File: config.mk
export PLATFORM = sky130hd
export DESIGN_NAME = logic_op_arbiter
export DESIGN_NICKNAME = d
export VERILOG_FILES = /design/src/rtl/logic_op_pkg.sv /design/src/rtl/logic_op_unit.sv /design/src/rtl/logic_op_arbiter.sv
export SDC_FILE = /design/constraint.sdc
export NUM_CORES = 1
export LEC_CHECK = 0
export BUFFER_PORTS_ARGS = -buffer_cell sky130_fd_sc_hd__buf_2
export CORE_MARGIN = 2
export CORE_UTILIZATION = 47
export CTS_BUF_LIST = sky130_fd_sc_hd__clkbuf_2
export CTS_CLUSTER_SIZE = 25
export DETAILED_ROUTE_END_ITERATION = 16
export MAX_ROUTING_LAYER = met4
export PLACE_DENSITY_LB_ADDON = 0.25
export SLEW_MARGIN = 20
export SYNTH_ARGS = -nofsm -noshare
export SYNTH_HDL_FRONTEND = slang
export SYNTH_SLANG_ARGS = --single-unit
export TNS_END_PERCENT = 30
File: constraint.sdc
create_clock -name clk -period 3.73 [get_ports clk]
set_input_delay 1.119 -clock clk [delete_from_list [all_inputs] [get_ports clk]]
set_output_delay 1.119 -clock clk [all_outputs]
set_load 0.005 [all_outputs]
File: src/rtl/logic_op_pkg.sv
// Shared types for the logic-op arbiter: opcode and FSM state encodings.
package logic_op_pkg;

    localparam int OP_W = 3;

    typedef enum logic [OP_W-1:0] {
        OP_NOT_A = 3'd0,
        OP_NOT_B = 3'd1,
        OP_AND   = 3'd2,
        OP_OR    = 3'd3,
        OP_NOR   = 3'd4,
        OP_NAND  = 3'd5,
        OP_XOR   = 3'd6,
        OP_XNOR  = 3'd7
    } op_e;

    typedef enum logic [1:0] {
        IDLE = 2'd0,
        EXEC = 2'd1,
        RESP = 2'd2
    } state_e;

endpackage

File: src/rtl/logic_op_unit.sv
// Combinational WIDTH-bit gate unit: y = op(a, b).
module logic_op_unit
    import logic_op_pkg::*;
#(
    parameter int WIDTH = 8
) (
    input  op_e              op,
    input  logic [WIDTH-1:0] a,
    input  logic [WIDTH-1:0] b,
    output logic [WIDTH-1:0] y
);

    always_comb begin
        y = '0;
        case (op)
            OP_NOT_A: y = ~a;
            OP_NOT_B: y = ~b;
            OP_AND:   y = a & b;
            OP_OR:    y = a | b;
            OP_NOR:   y = ~(a | b);
            OP_NAND:  y = ~(a & b);
            OP_XOR:   y = a ^ b;
            OP_XNOR:  y = ~(a ^ b);
            default:  y = '0;
        endcase
    end

endmodule

File: src/rtl/logic_op_arbiter.sv
// Round-robin arbiter sharing one logic_op_unit between NUM_REQ requesters.
// Optional completed-response counter enabled by LOGIC_OP_ARB_CNT_EN.
//
// state | meaning
// IDLE  | search requests from ptr, accept the first valid one
// EXEC  | register gate unit result
// RESP  | hold response until rsp_ready_in
module logic_op_arbiter
    import logic_op_pkg::*;
#(
    parameter int NUM_REQ = 4,
    parameter int WIDTH   = 8,
    localparam int ID_W   = $clog2(NUM_REQ)
) (
    input  logic                     clk,
    input  logic                     rst,
    input  logic [NUM_REQ-1:0]       req_valid_in,
    input  logic [OP_W*NUM_REQ-1:0]  req_op_in,
    input  logic [WIDTH*NUM_REQ-1:0] req_a_in,
    input  logic [WIDTH*NUM_REQ-1:0] req_b_in,
    output logic [NUM_REQ-1:0]       req_ready_out,
    output logic                     rsp_valid_out,
    input  logic                     rsp_ready_in,
    output logic [ID_W-1:0]          rsp_id_out,
    output logic [WIDTH-1:0]         rsp_data_out
`ifdef LOGIC_OP_ARB_CNT_EN
    ,
    output logic [15:0]              done_cnt_out
`endif
);

    state_e           state_q;
    logic [ID_W-1:0]  ptr_q;
    op_e              op_q;
    logic [WIDTH-1:0] a_q;
    logic [WIDTH-1:0] b_q;
    logic [WIDTH-1:0] gate_y;

    logic             found;
    logic [ID_W-1:0]  winner;
    logic [ID_W-1:0]  ptr_nxt;

    // Rotating priority search starting at ptr_q, wrapping modulo NUM_REQ.
    always_comb begin
        found  = 1'b0;
        winner = '0;
        for (int k = 0; k < NUM_REQ; k++) begin
            logic [ID_W-1:0] idx;
            idx = ID_W'((int'(ptr_q) + k) % NUM_REQ);
            if (!found && req_valid_in[idx]) begin
                found  = 1'b1;
                winner = idx;
            end
        end
        ptr_nxt = (winner == ID_W'(NUM_REQ - 1)) ? '0 : winner + 1'b1;
    end

    always_comb begin
        req_ready_out = '0;
        if (state_q == IDLE && found && !rst)
            req_ready_out[winner] = 1'b1;
    end

    logic_op_unit #(.WIDTH(WIDTH)) u_unit (
        .op (op_q),
        .a  (a_q),
        .b  (b_q),
        .y  (gate_y)
    );

    always_ff @(posedge clk or posedge rst) begin
        if (rst) begin
            state_q       <= IDLE;
            ptr_q         <= '0;
            op_q          <= OP_NOT_A;
            a_q           <= '0;
            b_q           <= '0;
            rsp_valid_out <= 1'b0;
            rsp_id_out    <= '0;
            rsp_data_out  <= '0;
        end else begin
            case (state_q)
                IDLE: begin
                    if (found) begin
                        op_q       <= op_e'(req_op_in[int'(winner)*OP_W +: OP_W]);
                        a_q        <= req_a_in[int'(winner)*WIDTH +: WIDTH];
                        b_q        <= req_b_in[int'(winner)*WIDTH +: WIDTH];
                        rsp_id_out <= winner;
                        ptr_q      <= ptr_nxt;
                        state_q    <= EXEC;
                    end
                end
                EXEC: begin
                    rsp_data_out  <= gate_y;
                    rsp_valid_out <= 1'b1;
                    state_q       <= RESP;
                end
                RESP: begin
                    if (rsp_ready_in) begin
                        rsp_valid_out <= 1'b0;
                        state_q       <= IDLE;
                    end
                end
                default: state_q <= IDLE;
            endcase
        end
    end

`ifdef LOGIC_OP_ARB_CNT_EN
    // Saturating count of response handshakes.
    always_ff @(posedge clk or posedge rst) begin
        if (rst)
            done_cnt_out <= '0;
        else if (state_q == RESP && rsp_ready_in && done_cnt_out != 16'hFFFF)
            done_cnt_out <= done_cnt_out + 16'd1;
    end
`endif

endmodule

==> flow_summary.yaml <==
power:
  clockPowerShare_pct: 6.0
  p_int_mw: 1.402
  switchingPower_mw: 1.188
  ir_drop_v: 0.0006411
  powerDensity_mw_per_mm2: 771.3
  p_leak_nw: 1.649
  power_frac_comb_pct: 62.8
  seq_power_share_pct: 31.2
  p_sw_share_pct: 45.87
setup_path:
  crit_top_cell: "buf_2"
  cpLargestDelayFamily: "compound AO/OA/AOI/OAI gates"
  cp.required_ns: 2.61
  start_kind: "input port"
  end_kind: "output pin"
  crit_arrival_ns: 2.29
  crit_path_max_incr_delay_ns: 0.24
  cp_slowest_cell: "o22a_1"
  worst-path-max-fanout: 7
  crit_buf_inv: 2
  crit_type: "input port to output pin"
  worstPathCellList: "buf_2 -> a21o_1 -> a21boi_0 -> o22a_1 -> ha_1 -> and3_1 -> buf_2"
global_routing:
  grt_usage_pct: 21.55
  gr-total-overflow: 0
  grt_pass1_wl_um: 10830
  grt_max_degree: 34
  antenna_found_initial: 0
  grt_pass1_vias: 2226
cells_and_area:
  syn_to_final_growth_pct: 16.80
  regArea_sq_um: 850.8
  fill_cells: 555
  final_area_sq_mm: 0.003357
  drive_above_1_share_pct: 38.11
  multi_input_area_sq_mm: 0.001754
  diodes: 0
  final_util_pct: 56.70
  finalNetCount: 471
synthesis:
  syn_nets: 384
  synthArstFlopShare_pct: 100.0
  ys_warn_count: 0
  synth_top_cell_by_area: "dfrtp_1"
  synth-seq-cells: 34
  synth_flop_cell: "dfrtp_1"
  postSynthCellCount: 284
  syn_area_sq_mm: 0.002874
  syn_avg_cell_area_sq_um: 10.12
  synthTopCellsByArea: "dfrtp_1, mux2i_1, o221ai_2, ha_1, mux4_2"
  synthTopCellsByCount: "dfrtp_1, nand2_1, mux2i_1"
  synth_top_area_share_pct: 29.60
  synth_edf_count: 0
  ys_seq_area_share_pct: 29.60
  yosysUniqueCellTypes: 41
detailed_routing:
  first_iter_violations: 85
  drtAntennaViolNets: 0
  routed_wl_um: 6611
  vias: 2452
  drt-wirelength-per-cell_um: 14.86
  vias_per_cell: 5.510
  route.detailed.drc: 0
  drt_pre_antenna_iters: 4
flow_run:
  cap_violations: 0
timing:
  final-setup-viol-count: 0
  fin_crit_ns: 3.411
  finClkSkew_ns: 0.009484
  tns_ns: 0
  clock.fmax_ghz: 0.2931
  hold_viol: 0
  worst_pin_slew_ns: 0.8123
  relSlewSlack_pct: 45.84
  grt_setup_unrepaired: "no"
  final-max-slew-violation-count: 0
  min_period_over_period_pct: 91.46
place:
  gp_congestion: 0.7438
  hpwlAfterDp_um: 4995
  port_buffers: 97
  dpl_cell_area_sq_mm: 0.003328
clock_tree:
  clk_root_buffer_cell: "clkbuf_2"
  cts_setup_buffers: 0
  clock_path_buffers: 2
  cts_inserted_buffers: 5
  cts.sinks: 34
  htree_levels: 2
  cts_tree: "built"
  clkLatencyLatePin_ns: 0.37
  cts_hold_buf: 0
  cts_resized: 0
  clkSlewWorstSetupHoldPaths_ns: 0.15
die:
  ios: 98
  start_util_pct: 48.54
  die_w_um: 82.20
  design.core.area_sq_mm: 0.005921
  row_count: 28
  die_area_sq_mm: 0.006756
  die_y_um: 82.20
status:
  status: "finished clean"
min_path:
  hp-class: "flip-flop to flip-flop"
==> cells by family after synthesis <==
group,Yosys count,synth area share [%]
muxes,42,17.89
buffers and inverters,47,9.403
and+or+nand+nor,63,10.45
DFF,34,29.60
adders and majority gates,17,7.401
AOI/OAI and AO/OA,81,25.25
==> layer usage <==
| metal | part of all wire [%] | wire length, um | global-route usage (%) | vias up |
|---|---|---|---|---|
| met1 | 48 | 3154 | 30.14 | 1149 |
| met2 | 46 | 3071 | 32.74 | 63 |
| met5 | 0 | 0 | - | - |
| met3 | 5.0 | 333 | 3.913 | 5 |
| li1 | - | - | - | 1235 |
| met4 | 0.80 | 53 | 4.667 | 0 |
==> registers in the layout (all words and copies together), names as in the netlist <==
register,count
ptr_q,2
b_q,8
rsp_id_out,2
a_q,8
op_q,3
rsp_valid_out,1
state_q,2
rsp_data_out,8
==> worst paths after layout <==
| path | start | to | slack (ns) | cells after the start |
|---|---|---|---|---|
| setup reg to reg | op_q[1] | rsp_data_out[0] | 1.62 | 5 |
| hold reg to reg | rsp_data_out[0] | rsp_data_out[0] | 0.49 | 1 |
| min in group asynchronous | rst | rsp_id_out[0] | 0.59 | 2 |
| max in group asynchronous | rst | rsp_data_out[1] | 2.49 | 3 |
| setup / recovery | req_valid_in[0] | req_ready_out[3] | 0.32 | 7 |
| hold / removal | rsp_data_out[0] | rsp_data_out[0] | 0.49 | 1 |
==> power groups by stage <==
stage	logic (mW)	clock network (mW)	registers, mW
CTS	1.65	0.163	0.809
finish	1.63	0.156	0.807
global route	1.83	0.180	0.850
floorplan	1.47	0	0.690
global placement	1.59	0	0.810
detailed placement	1.64	0	0.818
==> final cells by class <==
class	count	share of cell area [%]
Multi-Input combinational cell	203	52.25
Clock buffer	5	0.7454
Inverter	23	2.721
Timing Repair Buffer	104	16.03
Tap cell	75	2.795
Clock inverter	1	0.1118
Sequential cell	34	25.34
==> through the flow <==
step,total power [mW],cells,hold slack [ns],setup slack [ns]
after floorplan,2.160,284,0.4700,0.4570
after global placement,2.398,439,0.4597,0.3566
after detailed placement,2.455,439,0.4621,0.3272
after CTS,2.618,445,0.4958,0.3139
after global routing,2.865,445,0.5114,0.1816
final,2.589,445,0.4928,0.3187
==> layout by cell type, fill, tap and decap left out, drive strengths merged, types with 7 or more instances in the layout <==
| cell | count |
|---|---|
| a22oi | 19 |
| nand2b | 9 |
| buf | 104 |
| nand2 | 35 |
| inv | 22 |
| mux4 | 7 |
| o21ai | 9 |
| o221ai | 20 |
| mux2i | 30 |
| nor2 | 9 |
| a21oi | 12 |
| dfrtp | 34 |
| ha | 17 |
No activity file was read; power rests on OpenSTA's default activity.
